[src/rtl/ddr_serializer_if.sv]
// Parallel word input handshake and per-lane DDR pair outputs of ddr_serializer.
// The master drives words in; the slave (the serializer) drives the wire side.
interface ddr_serializer_if #(
   parameter int unsigned CHANNELS   = 3,
   parameter int unsigned WORD_WIDTH = 10
);
   logic [CHANNELS*WORD_WIDTH-1:0] in_data;
   logic                           in_valid;
   logic                           in_ready;
   logic [2*CHANNELS-1:0]          twice;
   logic                           word_start;
   logic                           underrun;

   modport master (
      output in_data, in_valid,
      input  in_ready, twice, word_start, underrun
   );

   modport slave (
      input  in_data, in_valid,
      output in_ready, twice, word_start, underrun
   );
endinterface

[src/rtl/ddr_serializer.sv]
// Multi-lane word-to-pair serializer feeding DDR output cells, with a one-word
// holding buffer, idle fill, selectable bit order and underrun reporting.
module ddr_serializer #(
   parameter int unsigned            CHANNELS   = 3,
   parameter int unsigned            WORD_WIDTH = 10,
   parameter logic [WORD_WIDTH-1:0]  IDLE_WORD  = '0,
   parameter bit                     LSB_FIRST  = 1'b1
) (
   input logic              clock,
   input logic              reset,
   ddr_serializer_if.slave  bus_io
);

   localparam int unsigned Beats = WORD_WIDTH / 2;
   localparam int unsigned CntW  = (Beats > 1) ? $clog2(Beats) : 1;
   localparam logic [CntW-1:0] LastBeat = CntW'(Beats - 1);

   if ((WORD_WIDTH % 2) != 0 || WORD_WIDTH < 4) begin : gen_bad_width
      $error("ddr_serializer: WORD_WIDTH must be even and at least 4");
   end

   logic [CntW-1:0]                beat_q, beat_d;
   logic [CHANNELS*WORD_WIDTH-1:0] hold_q, hold_d;
   logic                           hold_valid_q, hold_valid_d;
   logic                           primed_q, primed_d;
   logic                           underrun_q, underrun_d;
   logic [WORD_WIDTH-1:0]          sr_q [CHANNELS];
   logic [WORD_WIDTH-1:0]          sr_d [CHANNELS];

   logic load;
   logic ready;
   logic accept;

   always_comb begin
      load   = (beat_q == LastBeat);
      ready  = !hold_valid_q || load;
      accept = bus_io.in_valid && ready;
   end

   always_comb begin
      beat_d       = load ? '0 : beat_q + 1'b1;
      hold_d       = accept ? bus_io.in_data : hold_q;
      primed_d     = primed_q || accept;
      // On a load edge hold drains into sr, so it stays full only if refilled now.
      hold_valid_d = accept ? 1'b1 : (load ? 1'b0 : hold_valid_q);
      underrun_d   = load && !hold_valid_q && primed_q;
      for (int c = 0; c < CHANNELS; c++) begin
         if (load) begin
            sr_d[c] = hold_valid_q ? hold_q[c*WORD_WIDTH +: WORD_WIDTH] : IDLE_WORD;
         end else if (LSB_FIRST) begin
            sr_d[c] = sr_q[c] >> 2;
         end else begin
            sr_d[c] = sr_q[c] << 2;
         end
      end
   end

   always_ff @(posedge clock or posedge reset) begin
      if (reset) begin
         beat_q       <= '0;
         hold_q       <= '0;
         hold_valid_q <= 1'b0;
         primed_q     <= 1'b0;
         underrun_q   <= 1'b0;
         for (int c = 0; c < CHANNELS; c++) begin
            sr_q[c] <= IDLE_WORD;
         end
      end else begin
         beat_q       <= beat_d;
         hold_q       <= hold_d;
         hold_valid_q <= hold_valid_d;
         primed_q     <= primed_d;
         underrun_q   <= underrun_d;
         for (int c = 0; c < CHANNELS; c++) begin
            sr_q[c] <= sr_d[c];
         end
      end
   end

   always_comb begin
      bus_io.in_ready   = ready;
      bus_io.word_start = (beat_q == '0);
      bus_io.underrun   = underrun_q;
      bus_io.twice      = '0;
      for (int c = 0; c < CHANNELS; c++) begin
         // Bit 2c is D0, the half that leaves the DDR cell first.
         if (LSB_FIRST) begin
            bus_io.twice[2*c]   = sr_q[c][0];
            bus_io.twice[2*c+1] = sr_q[c][1];
         end else begin
            bus_io.twice[2*c]   = sr_q[c][WORD_WIDTH-1];
            bus_io.twice[2*c+1] = sr_q[c][WORD_WIDTH-2];
         end
      end
   end

endmodule

[src/flat_wrapper.sv]
// flat-port wrapper written by rule: the top's interface ports become plain ports
module ddr_serializer_flat 
#(
   parameter int unsigned            CHANNELS   = 3,
   parameter int unsigned            WORD_WIDTH = 10,
   parameter logic [WORD_WIDTH-1:0]  IDLE_WORD  = '0,
   parameter bit                     LSB_FIRST  = 1'b1
)
  (clock, reset, bus_io_in_data, bus_io_in_valid, bus_io_in_ready, bus_io_twice, bus_io_word_start, bus_io_underrun);
  ddr_serializer_if #(.CHANNELS(CHANNELS), .WORD_WIDTH(WORD_WIDTH)) bus_io_i ();
  input logic clock;
  input logic reset;
  input wire logic [$bits(bus_io_i.in_data)-1:0] bus_io_in_data;
  input wire logic [$bits(bus_io_i.in_valid)-1:0] bus_io_in_valid;
  output wire logic [$bits(bus_io_i.in_ready)-1:0] bus_io_in_ready;
  output wire logic [$bits(bus_io_i.twice)-1:0] bus_io_twice;
  output wire logic [$bits(bus_io_i.word_start)-1:0] bus_io_word_start;
  output wire logic [$bits(bus_io_i.underrun)-1:0] bus_io_underrun;
  assign bus_io_i.in_data = bus_io_in_data;
  assign bus_io_i.in_valid = bus_io_in_valid;
  assign bus_io_in_ready = bus_io_i.in_ready;
  assign bus_io_twice = bus_io_i.twice;
  assign bus_io_word_start = bus_io_i.word_start;
  assign bus_io_underrun = bus_io_i.underrun;
  ddr_serializer #(.CHANNELS(CHANNELS), .WORD_WIDTH(WORD_WIDTH), .IDLE_WORD(IDLE_WORD), .LSB_FIRST(LSB_FIRST)) u_core (.clock(clock), .reset(reset), .bus_io(bus_io_i));
endmodule
[config.mk]
export PLATFORM = sky130hd
export DESIGN_NAME = ddr_serializer_flat
export DESIGN_NICKNAME = d
export VERILOG_FILES = /design/src/rtl/ddr_serializer_if.sv /design/src/rtl/ddr_serializer.sv /design/src/flat_wrapper.sv
export SDC_FILE = /design/constraint.sdc
export NUM_CORES = 1
export LEC_CHECK = 0
export BUFFER_PORTS_ARGS = -buffer_cell sky130_fd_sc_hd__buf_2
export CORE_MARGIN = 8
export CORE_UTILIZATION = 33
export DETAILED_ROUTE_END_ITERATION = 6
export PLACE_DENSITY = 0.54
export RECOVER_POWER = 25
export SLEW_MARGIN = 20
export SYNTH_ARGS = -nofsm -noshare
export SYNTH_HDL_FRONTEND = slang
export SYNTH_SLANG_ARGS = --single-unit
[constraint.sdc]
create_clock -name clock -period 2.8 [get_ports clock]
set_clock_uncertainty 0.2 [all_clocks]
set_input_delay 0.14 -clock clock [delete_from_list [all_inputs] [get_ports clock]]
set_output_delay 0.14 -clock clock [all_outputs]
set_load 0.01 [all_outputs]
==> results.md <==
Placement:
- The port buffer count is 41.
- The post-detailed-placement cell area is 2930 um2.
- The wire-length estimate of the detail-placed layout is 3000 um.
- The final RePlAce weighted congestion is 0.656.

Floorplanning:
- After floorplanning, the core was sized to cover 7770 um2.
- For this design the top-level I/O count stands at 42.
- The die covers 11,200 um2.
- The vertical die dimension is 106 um.
- The floorplan row count is 32.
- For this configuration, the core starts out at a cell density of 34.3%.
- The width of the die is 106 um.

Logic synthesis:
- The complex-gate fraction of the synthesized area is 0.375%.
- The proportion of synthesized area in mux cells is 17.2%.
- Summed over its instances, the top area cell type makes up 61.9% of the synthesized netlist area.
- The number of distinct library cell variants in the gate-level netlist after synthesis is 19.
- By area, the combinational part of the netlist is dominated by multiplexers.
- Of the total synthesized cell area, the portion taken by XOR and XNOR cells is 0%.
- The cell area that synthesis handed to floorplanning was 2670 um2.
- The average instance area after synthesis is 12.8 um2.
- The async set or reset register ratio after synthesis is 100%.
- The prevailing post-synth register cell is sky130_fd_sc_hd__dfrtp_1.
- By area the synthesized netlist is led by sky130_fd_sc_hd__dfrtp_1 62%, sky130_fd_sc_hd__mux2_4 16%, sky130_fd_sc_hd__nand2_1 6.9%.
- The number of instances in the synthesized netlist is 208.
- The synthesized netlist devotes 0.939% of its cell area to adder and majority cells.
- The sequential-to-total area share from yosys stat is 61.9%.
- The number of warning messages in the yosys log is 0.
- Counting every net in the synthesized netlist gives 243.
- Counting flops with a built-in enable in the synthesized netlist gives 0.
- The synthesized design contains 66 register bits.
- The cell taking the most area after synthesis is sky130_fd_sc_hd__dfrtp_1.
- The simple-gate share of the synthesized area is 15.0%.

CTS:
- The number of clock buffers inserted by TritonCTS is 9.
- The number of gates resized after CTS was 0.
- The clock transition at the registers of the reported paths is 0.07 ns.
- Hold repair after CTS inserted 32 buffers.
- The clock root buffer master is sky130_fd_sc_hd__clkbuf_8.
- The maximum root-to-sink buffer count is 2.
- The post-CTS setup buffer count is 0.
- The clock tree from TritonCTS is built.
- The later pin in the worst-skew pair is clocked with a latency of 0.33 ns.
- The number of sinks on the clock net is 66.
- The number of levels in the clock H-tree is 3.

Min path:
- The launch instance of the worst min-delay path is u_core.sr_q[18].
- The worst hold endpoint is u_core.sr_q[16].
- The path class of the tightest hold or removal check is flip-flop to flip-flop.
- Along the worst hold path, the cell count comes to 2.

Timing:
- The summed negative setup slack over all endpoints is 0 ns.
- The number of setup violations in the final report is 0.
- The count of final max-slew check failures is 0.
- The final hold violation count came to 0.
- The worst-case headroom to the max-slew limit is 34.8%.
- The shortest period the worst path allows is 2.07 ns.
- Setup repair after global routing left no endpoint under its margin.
- The actual slew at the worst max-slew pin is 0.977 ns.
- Timing would allow up to 484 MHz.
- Across all hold checks on the routed design, the worst slack comes to 0.238 ns.
- The portion of the clock cycle consumed by the worst path in the final layout is 73.8%.

Global route:
- For this run the aggregate overflow at the end of global routing stands at 0.
- The first-pass GRT wire length is 9220 um.
- Entering global routing, the biggest net connects 32 pins.
- The initial antenna violation count was 0.
- Global routing used 10.4% of the available tracks.
- The via count of the first global-routing pass is 1,829.

Critical path:
- The kind of start point of the critical path is a flip-flop.
- The cell with the biggest individual delay on the critical path is sky130_fd_sc_hd__nand2_4.
- Walking the worst path, the cells encountered are inv_1 -> ha_1 -> a21bo_1 -> nand2_4 -> mux2_2.
- The data required time at the worst endpoint is 2.82 ns.
- The reg2reg setup slack is 0.73 ns.
- The startpoint identified for the worst register-to-register timing path is u_core.beat_q[0].
- The worst register-to-register path ends at u_core.hold_q[15].
- Data arrives at the worst endpoint at 2.09 ns.
- The worst setup path is captured at a flip-flop.
- For this run, the slowest stage of the critical path takes 0.46 ns.
- The peak fanout along the critical path is 31.
- The number of cells traversed by the worst register-to-register path is 5.
- The critical path is of the flip-flop to flip-flop type.

Finish:
- The final cell area excluding filler cells is 3420 um2.
- The layout has 757 filler cells.
- Summing all multi-input logic gate instances after layout gives 892 um2.
- The share of layout cells above drive strength 1 is 29.8%.
- The final core area utilization is 44.0%.
- The number of diodes added for antenna fixing is 0.
- Relative to the synthesized area, the layout overhead comes to 28.2%.
- The post-layout net count is 315.
- The area of all sequential standard cells is 1650 um2.

Drt:
- The count of nets left with antenna violations after detail routing is 0.
- The initial detailed-routing violation count is 52.
- The pre-antenna-repair detailed-routing pass consisted of 4 iterations.
- Dividing the detail-routed wire length by the instance count gives 13.1 um.
- The post-route DRC violation count is 0.
- The total detailed-routing wirelength is 5070 um.
- After detailed routing, the number of vias per cell comes to 4.19.
- The total number of vias is 1,622.

Pwr:
- The leakage power is 1.75 nW.
- Across the VDD grid, the largest voltage drop is 211 uV.
- The power per standard cell area is 606 nW/um2.
- After layout, the design draws a total of 0.00207 W.

Run status:
- The run finished with clean final reports.

Job:
- The tool flagged a number of max-cap violations equal to 0.
==> worst max-delay path by stage <==
stage | slack (ns) | cells after the start | startpoint | to
global placement | 0.77 | 5 | u_core.beat_q[0] | u_core.hold_q[15]
floorplan | 0.81 | 1 | reset | u_core.beat_q[0]
detailed placement | 0.73 | 5 | u_core.beat_q[0] | u_core.hold_q[15]
global route | 0.62 | 5 | u_core.beat_q[0] | u_core.hold_q[15]
finish | 0.73 | 5 | u_core.beat_q[0] | u_core.hold_q[15]
CTS | 0.72 | 5 | u_core.beat_q[0] | u_core.hold_q[15]
==> synthesized netlist by cell type (2+ instances only) <==
master                     instances
sky130_fd_sc_hd__and2_1            2
sky130_fd_sc_hd__inv_1             3
sky130_fd_sc_hd__nand2_1          49
sky130_fd_sc_hd__buf_6             3
sky130_fd_sc_hd__clkbuf_1          6
sky130_fd_sc_hd__mux2_2            2
sky130_fd_sc_hd__and3_1            6
sky130_fd_sc_hd__dfrtp_1          66
sky130_fd_sc_hd__ha_1              2
sky130_fd_sc_hd__nand3_1          24
sky130_fd_sc_hd__mux2_4           29
sky130_fd_sc_hd__buf_4             6
sky130_fd_sc_hd__buf_2             2
sky130_fd_sc_hd__nor2_1            2
sky130_fd_sc_hd__nand2b_1          2
==> cells in the final DEF (no fill, tap or decap) <==
cell type / n
sky130_fd_sc_hd__dfrtp_1: 66
sky130_fd_sc_hd__nand2_1: 49
sky130_fd_sc_hd__buf_2: 34
sky130_fd_sc_hd__dlygate4sd3_1: 32
sky130_fd_sc_hd__mux2_4: 29
sky130_fd_sc_hd__nand3_1: 24
sky130_fd_sc_hd__clkbuf_8: 12
sky130_fd_sc_hd__clkbuf_1: 9
sky130_fd_sc_hd__and3_1: 6
sky130_fd_sc_hd__buf_4: 4
sky130_fd_sc_hd__inv_1: 3
sky130_fd_sc_hd__and2_1: 2
sky130_fd_sc_hd__nor2_1: 2
sky130_fd_sc_hd__mux2_2: 2
sky130_fd_sc_hd__nand2b_1: 2
sky130_fd_sc_hd__ha_1: 2
sky130_fd_sc_hd__clkinv_2: 2
sky130_fd_sc_hd__a21bo_1: 1
sky130_fd_sc_hd__nand2_4: 1
sky130_fd_sc_hd__nor3b_1: 1
sky130_fd_sc_hd__nor2b_1: 1
sky130_fd_sc_hd__clkbuf_2: 1
==> layout make-up <==
class / instances / area share, %
Clock buffer: 14 / 5.05
Tap cell: 102 / 3.73
Sequential cell: 66 / 48.3
Multi-Input combinational cell: 122 / 26.1
Timing Repair Buffer: 78 / 16.1
Clock inverter: 2 / 0.293
Inverter: 3 / 0.330
==> flip-flops by register name (all words and copies together), names as in the netlist <==
| signal | cells |
|---|---|
| u_core.hold_q | 30 |
| u_core.sr_q | 24 |
| u_core.bus_io.twice | 6 |
| u_core.beat_q | 3 |
| u_core.bus_io.underrun | 1 |
| u_core.hold_valid_q | 1 |
| u_core.primed_q | 1 |
==> worst max-delay path: cells and delay by family (launching register included) <==
| kind | cells | cell delay [ns] |
|---|---|---|
| adder cells (fa/ha/maj) | 1 | 0.23 |
| flip-flops | 1 | 0.37 |
| AO/OA/AOI/OAI | 1 | 0.23 |
| multiplexers | 1 | 0.40 |
| AND/OR/NAND/NOR | 1 | 0.46 |
| buffers and inverters | 1 | 0.05 |
==> metal layers <==
layer | part of all wire [%] | vias to the layer above | global-route usage (%)
li1 | - | 818 | -
met1 | 50 | 764 | 13.4
met2 | 44 | 33 | 15.0
met3 | 3.8 | 7 | 3.05
met4 | 2.2 | 0 | 6.03
met5 | 0 | - | 0
==> power breakdown <==
group	internal (W)	total (W)	switching, W	leakage, nW
Sequential	0.00104	0.00108	0.0000420	0.832
Clock	0.000392	0.000727	0.000335	0.0965
Combinational	0.000164	0.000263	0.0000989	0.823
Total	0.00160	0.00207	0.000476	1.75
==> cell families after synthesis <==
group,after synthesis
AOI/OAI and AO/OA,1
adders and majority gates,2
buffers and inverters,20
DFF,66
muxes,31
and+or+nand+nor,88
==> metrics by stage <==
stage	cells	setup WS [ns]
after detailed placement	339	0.732
final	387	0.734
after global routing	387	0.615
after floorplan	208	0.805
after CTS	387	0.722
after global placement	339	0.768
Power figures use the tool's default switching activity.
